`src/rtl/lcd_instr_driver.sv`:
```
// HD44780 8-bit parallel bus driver: runs the power-up init sequence, then
// issues accepted {RS, D[7:0]} instructions with setup / E-pulse / hold / execution-wait timing.
module lcd_instr_driver #(
   parameter int PWRUP_WAIT_CYC = 750000,
   parameter int EN_PULSE_CYC   = 25,
   parameter int CMD_WAIT_CYC   = 2500,
   parameter int CLR_WAIT_CYC   = 82000
) (
   input  logic       clk,
   input  logic       rst,
   // valid/ready: an instruction transfers on a rising clk edge where
   // instr_valid and instr_ready are both 1; instr is sampled only on that edge.
   input  logic [8:0] instr,
   input  logic       instr_valid,
   output logic       instr_ready,
   output logic       init_done,
   output logic [7:0] lcd_data,
   output logic       lcd_rs,
   output logic       lcd_rw,
   output logic       lcd_en,
   output logic [2:0] dbg_state
);

   localparam int MAX_A    = (PWRUP_WAIT_CYC > EN_PULSE_CYC) ? PWRUP_WAIT_CYC : EN_PULSE_CYC;
   localparam int MAX_B    = (CMD_WAIT_CYC > CLR_WAIT_CYC) ? CMD_WAIT_CYC : CLR_WAIT_CYC;
   localparam int MAX_WAIT = (MAX_A > MAX_B) ? MAX_A : MAX_B;
   localparam int CW       = $clog2(MAX_WAIT) + 1;

   typedef enum logic [2:0] {
      S_PWRUP = 3'd0,
      S_SETUP = 3'd1,
      S_EN    = 3'd2,
      S_HOLD  = 3'd3,
      S_WAIT  = 3'd4,
      S_IDLE  = 3'd5
   } state_t;

   state_t        state, state_n;
   logic [CW-1:0] cnt, cnt_n;
   logic [2:0]    step, step_n;
   logic          en_n, rs_n, ready_n, done_n;
   logic [7:0]    data_n;
   logic          long_wait;

   function automatic logic [7:0] init_rom(input logic [2:0] idx);
      case (idx)
         3'd0, 3'd1, 3'd2: init_rom = 8'h38;
         3'd3:             init_rom = 8'h0C;
         3'd4:             init_rom = 8'h01;
         3'd5:             init_rom = 8'h06;
         default:          init_rom = 8'h00;
      endcase
   endfunction

   // Clear and home need the long execution wait; the bus still holds the instruction.
   assign long_wait = ({lcd_rs, lcd_data} == 9'h001) || ({lcd_rs, lcd_data} == 9'h002);
   assign lcd_rw    = 1'b0;
   assign dbg_state = state;

   always_comb begin
      state_n = state;
      cnt_n   = cnt;
      step_n  = step;
      en_n    = lcd_en;
      rs_n    = lcd_rs;
      data_n  = lcd_data;
      ready_n = instr_ready;
      done_n  = init_done;
      case (state)
         S_PWRUP: begin
            // Reset clears the counter, so power-up counts up to its limit.
            if (cnt == CW'(PWRUP_WAIT_CYC - 1)) begin
               state_n = S_SETUP;
               step_n  = 3'd0;
               rs_n    = 1'b0;
               data_n  = init_rom(3'd0);
            end else begin
               cnt_n = cnt + 1'b1;
            end
         end
         S_SETUP: begin
            state_n = S_EN;
            en_n    = 1'b1;
            cnt_n   = CW'(EN_PULSE_CYC - 1);
         end
         S_EN: begin
            if (cnt == '0) begin
               state_n = S_HOLD;
               en_n    = 1'b0;
            end else begin
               cnt_n = cnt - 1'b1;
            end
         end
         S_HOLD: begin
            state_n = S_WAIT;
            cnt_n   = long_wait ? CW'(CLR_WAIT_CYC - 1) : CW'(CMD_WAIT_CYC - 1);
         end
         S_WAIT: begin
            if (cnt != '0) begin
               cnt_n = cnt - 1'b1;
            end else if (!init_done && step != 3'd5) begin
               state_n = S_SETUP;
               step_n  = step + 3'd1;
               rs_n    = 1'b0;
               data_n  = init_rom(step + 3'd1);
            end else begin
               state_n = S_IDLE;
               ready_n = 1'b1;
               done_n  = 1'b1;
            end
         end
         S_IDLE: begin
            // 9'h000 is the mapper's "no char" code: consumed without a bus cycle.
            if (instr_valid && instr_ready && instr != 9'h000) begin
               state_n = S_SETUP;
               rs_n    = instr[8];
               data_n  = instr[7:0];
               ready_n = 1'b0;
            end
         end
         default: state_n = S_PWRUP;
      endcase
   end

   always_ff @(posedge clk) begin
      if (rst) begin
         state       <= S_PWRUP;
         cnt         <= '0;
         step        <= 3'd0;
         lcd_en      <= 1'b0;
         lcd_rs      <= 1'b0;
         lcd_data    <= 8'h00;
         instr_ready <= 1'b0;
         init_done   <= 1'b0;
      end else begin
         state       <= state_n;
         cnt         <= cnt_n;
         step        <= step_n;
         lcd_en      <= en_n;
         lcd_rs      <= rs_n;
         lcd_data    <= data_n;
         instr_ready <= ready_n;
         init_done   <= done_n;
      end
   end

endmodule

```
`config.mk`:
```
export PLATFORM = sky130hd
export DESIGN_NAME = lcd_instr_driver
export DESIGN_NICKNAME = d
export VERILOG_FILES = /design/src/rtl/lcd_instr_driver.sv
export SDC_FILE = /design/constraint.sdc
export NUM_CORES = 1
export LEC_CHECK = 0
export ABC_AREA = 1
export CAP_MARGIN = 20
export CORE_MARGIN = 4
export CORE_UTILIZATION = 53
export CTS_CLUSTER_DIAMETER = 40
export DETAILED_ROUTE_END_ITERATION = 12
export PLACE_DENSITY = 0.75
export SLEW_MARGIN = 20
export SYNTH_ARGS = -nofsm -noshare
export SYNTH_HDL_FRONTEND = slang
export SYNTH_SLANG_ARGS = --single-unit
```
`constraint.sdc`:
```
create_clock -name clk -period 2.7 [get_ports clk]
set_input_delay 0.405 -clock clk [delete_from_list [all_inputs] [get_ports clk]]
set_output_delay 0.405 -clock clk [all_outputs]
set_load 0.01 [all_outputs]
```
# Word level (Yosys, flattened, before mapping)
# Cells that the tools add are included.
# totals
register_bits	39
latch_bits	0
mem_bits_rw	0
rom_bits	0
inputBits	12
out_inout_bits	16
mem_count	0
# classes
add_sub_neg	3
multipliers	0
div_mod_pow	0
magnitude_cmp	0
n_eq_ne	23
n_shift	0
n_mux	32
bitwise	2
reduce_logical	23
# ops
operator	count
case mux 21 bit (5 select lines)	1
two-way mux 21 bit	3
two-way mux 8 bit	4
two-way mux 3 bit	8
case mux 6 bit (4 select lines)	1
case mux 8 bit (3 select lines)	1
adder 21 x 1 -> 21 bit, second input constant	1
equality test 21 x 20 -> 1 bit, second input constant	1
logical NOT 21 bit	1
nonzero test 21 bit	1
subtractor 21 x 1 -> 21 bit, second input constant	1
inequality test 2 bit, second input constant	9
case mux 3 bit (6 select lines)	1
two-way mux 17 bit	1
AND reduction 4 bit	4
equality test 3 x 2 -> 1 bit, second input constant	4
equality test 3 bit, second input constant	4
equality test 9 x 1 -> 1 bit, second input constant	1
equality test 9 x 2 -> 1 bit, second input constant	1
nonzero test 9 bit	1
two-way mux 1 bit	8
equality test 3 x 1 -> 1 bit, second input constant	2
logical NOT 3 bit	2
case mux 3 bit (2 select lines)	1
15 further kinds	21

# Longest topological paths before layout
# depth
depth_word	7
ltp_mapped	17

# Worst setup path after synthesis
# No wires, ideal clock.
# synth_timing
path_type	register to register
start	reg state[2] (netlist: dbg_state[2])
end	reg cnt[12]
t_arrival_ns	2.465
slack_ns	0.096
path_stages_with_launch	14
path_buffers	0
cell_sequence	dfxtp_1 nor2_1 nand2_1 nand2_1 ha_1 nand2_1 nand2_1 nor2_1 inv_1 nand2_1 nand2_1 or2_2 nand3_1 a21oi_1
# synth_via
elab_chain_cells	3
word_cells_on_any_way	11
cone_classes	eq/ne (7); mux (1); reduce/logical (3)
# synth_rtl
item	line	text
from (decl)	38	state_t state, state_n;
from (signal assigned)	136	state <= state_n;
equality test 3 bit, or another cell as far along	69	case (state)
nonzero test 5 bit (no line) / inequality test 2 bit (equally long branches)	-	
AND reduction 4 bit (no line)	-	
to (signal assigned)	137	cnt <= cnt_n;
to (decl)	39	logic [CW-1:0] cnt, cnt_n;
# Parallel ways exist; a longest one is shown, timed or not.
# A chain may end at the register's enable or synchronous reset.

# Final worst setup path
# layout_timing
start	reg state[2] (netlist: dbg_state[2])
end	reg cnt[20]
# The elaborated chain is that of the path after synthesis.

==> impl_metrics.toml <==
[status]
outcome = "completed"

[timing]
setup_tns_ps = 0
skew_ps = 12.2
final.setup.worst_slack_ps = 287
fmax_mhz = 414
min_period_over_period_pct = 89.4
setup_viol = 0
finalHoldViolCount = 0
fin_crit_ps = 2410
rsz0062_at_grt = "false"
max-slew-margin-rel_pct = 55.3
drv_slew = 0
tightestPinTransition_ps = 662

[floorplanning]
dieArea_mm2 = 0.00761
start_util_pct = 55.6
core_mm2 = 0.00599
die_w_um = 87.2
ios = 28
core.rowCount = 28
die_h_um = 87.2

[min_path]
min_from = "lcd_data[6]"
holdCritPathClass = "flip-flop to flip-flop"
min_delay_path_depth = 2
hold_end = "lcd_data[6]"

[grt]
grt_max_degree = 25
overflow = 0
grt_pass1_wl_um = 15000
grt_antenna_before_repair = 0
grt_pass1_vias = 3181
grt_usage_pct = 24.6

[clock_network]
cts_made_buffers = 5
cts.path.max_buffers = 2
cts.sink_count = 39
cts_tree = "done"
path_clk_slew_ps = 80
worstSkewPairLatency_ps = 300
cts_root_buffer = "clkbuf_8"
htreeDepth = 2

[worst_setup_path]
critical_path_buf_inv_count = 1
path_delay_family = "simple AND/OR/NAND/NOR gates"
cp_slowest_stage_delay_ps = 350
critPathRequiredTime_ps = 2940
r2r_cells = 12
crit_slowest_cell = "dfxtp_1"
critPathMostFrequentCell = "nand2_1"
worstPathArrival_ps = 2650
r2r-end = "cnt[20]"
reg2reg_from = "dbg_state[2]"
path_cells = "nor2_1, nand2_1, nand2_1, buf_6, ha_1, a21oi_1, a21oi_1, nor2_1, nand3_1, nand2_1, nand3_2, a21oi_2"
cp-start-kind = "flip-flop"
r2r_slack_ps = 290
cp_max_fo = 21
critPathKind = "flip-flop to flip-flop"
cp-end-kind = "flip-flop"

[synthesis]
synthCells = 530
yosysWarnings = 0
syn_nets = 567
synth_cell_types = 43
ys_seq_elements = 39
synth.avg_cell_area_um2 = 6.28
yosysSeqAreaShare_pct = 23.5
synth_area_mm2 = 0.00333

[drt]
wl_per_cell_um = 14.2
drt_iter0_drc = 236
drtPass1Iterations = 8
routed-via-count = 3428
vias_per_cell = 5.41
drc = 0
final_antenna_net_count = 0
routed_wl_um = 8980

[cells_and_area]
final_cell_mix = "145 x nand2_1, 76 x nor2_1, 59 x inv_1"
final_common_cell = "nand2_1"
syn_to_final_growth_pct = 13.3
drive_gt1_share_pct = 10.6
layout.nets = 595
post-route-util_pct = 62.9
fin_area_mm2 = 0.00377
antenna_cells = 0
nFillCells = 559

[pwr]
leakagePower_nw = 1.87
ir_drop_v = 0.000775
power_density_mw_per_mm2 = 1170

[run]
maxCapViolCount = 0

[placement]
portBuffers = 26
place_ws_ps = 265
post_dp_cell_area_mm2 = 0.00365
dp_hpwl_um = 6900
place.gp.congestion = 0.935
worst register-to-register path: cells and delay by family, from the launching register on:
family,cells,cell delay [ps]
compound gates,3,550
fa+ha+maj,1,330
buf+inv,1,210
flops,1,350
simple gates,7,920
routing by layer:
layer  part of all wire, %  routed length (um)  global-route usage (%)  vias up
met5                     0                   0                       0        -
met2                    44                3990                    38.0       97
met1                    49                4370                    34.4     1555
li1                      -                   -                       -     1761
met3                   5.2                 471                    4.64       15
met4                   1.7                 150                    7.95        0
power breakdown:
part / leakage (nW) / internal [mW] / total, mW / switching, mW
sequential: 0.319 / 0.784 / 1.00 / 0.218
combinational: 1.49 / 1.08 / 2.88 / 1.79
clock: 0.0612 / 0.300 / 0.534 / 0.234
cell type report:
cell class,instances,area [um2],share of cell area (%)
multi-input cells,414,2220,59.0
well taps,75,93.8,2.49
clock buffers,6,82.6,2.19
repair buffers,31,302,8.00
flip-flops and latches,39,781,20.7
clock inverters,2,35.0,0.929
inverters,67,253,6.70
kinds of logic (layout without fill, tap and decap cells):
logic type / after synthesis / in the layout / share of synthesized area [%]
AO/OA/AOI/OAI: 80 / 80 / 14.1
XOR/XNOR: 12 / 12 / 3.16
adder cells (fa/ha/maj): 25 / 25 / 9.62
buffers and inverters: 77 / 106 / 9.81
flip-flops: 39 / 39 / 23.5
other: 1 / 1 / 0.113
AND/OR/NAND/NOR: 296 / 296 / 39.7
synthesized netlist by cell type (all sizes together):
cell type	n	share of area [%]
clkbuf	2	0.23
or2	3	0.56
fa	1	0.60
o21ai	22	3.3
xnor2	4	1.1
o221a	1	0.34
nand3	30	5.4
o311ai	1	0.26
a211oi	2	0.60
and2	1	0.19
nand4	8	1.5
clkinv	2	0.26
xor2	8	2.1
nand3b	6	1.4
conb	1	0.11
ha	24	9.0
nand2	156	19
inv	65	7.3
a21oi	48	8.2
buf	8	2.0
nor2	83	11
o21bai	4	0.90
a22o	1	0.26
dfxtp	39	23
nor3	9	1.5
a21o	1	0.23
how the worst max path moves through the flow:
| stage | slack [ps] | startpoint | endpoint | cells past startpoint |
|---|---|---|---|---|
| global route | 20 | dbg_state[1] | cnt[18] | 14 |
| CTS | 240 | dbg_state[2] | cnt[8] | 12 |
| finish | 290 | dbg_state[2] | cnt[20] | 12 |
| global placement | 310 | dbg_state[1] | cnt[16] | 14 |
| floorplan | 100 | dbg_state[2] | cnt[12] | 13 |
| detailed placement | 270 | dbg_state[2] | cnt[8] | 12 |
sequential cells by signal, indices dropped and copies added, names as in the netlist:
register / flops
init_done: 1
lcd_rs: 1
lcd_en: 1
instr_ready: 1
lcd_data: 8
step: 3
cnt: 21
dbg_state: 3
metrics by stage:
stage                     hold slack, ps  std cells  total power, mW
after floorplan                      462        530             3.16
after global placement               471        626             3.80
after detailed placement             471        626             3.83
after CTS                            483        634             4.37
after global routing                 501        634             4.82
final                                479        634             4.42
timing repair:
item                                    4_1_cts  5_1_grt
endpoints found under the setup margin        0        3
buffers inserted                              0        0
hold buffers                                  0        0
resized for setup                             0        2
No activity file was read; power rests on OpenSTA's default activity.
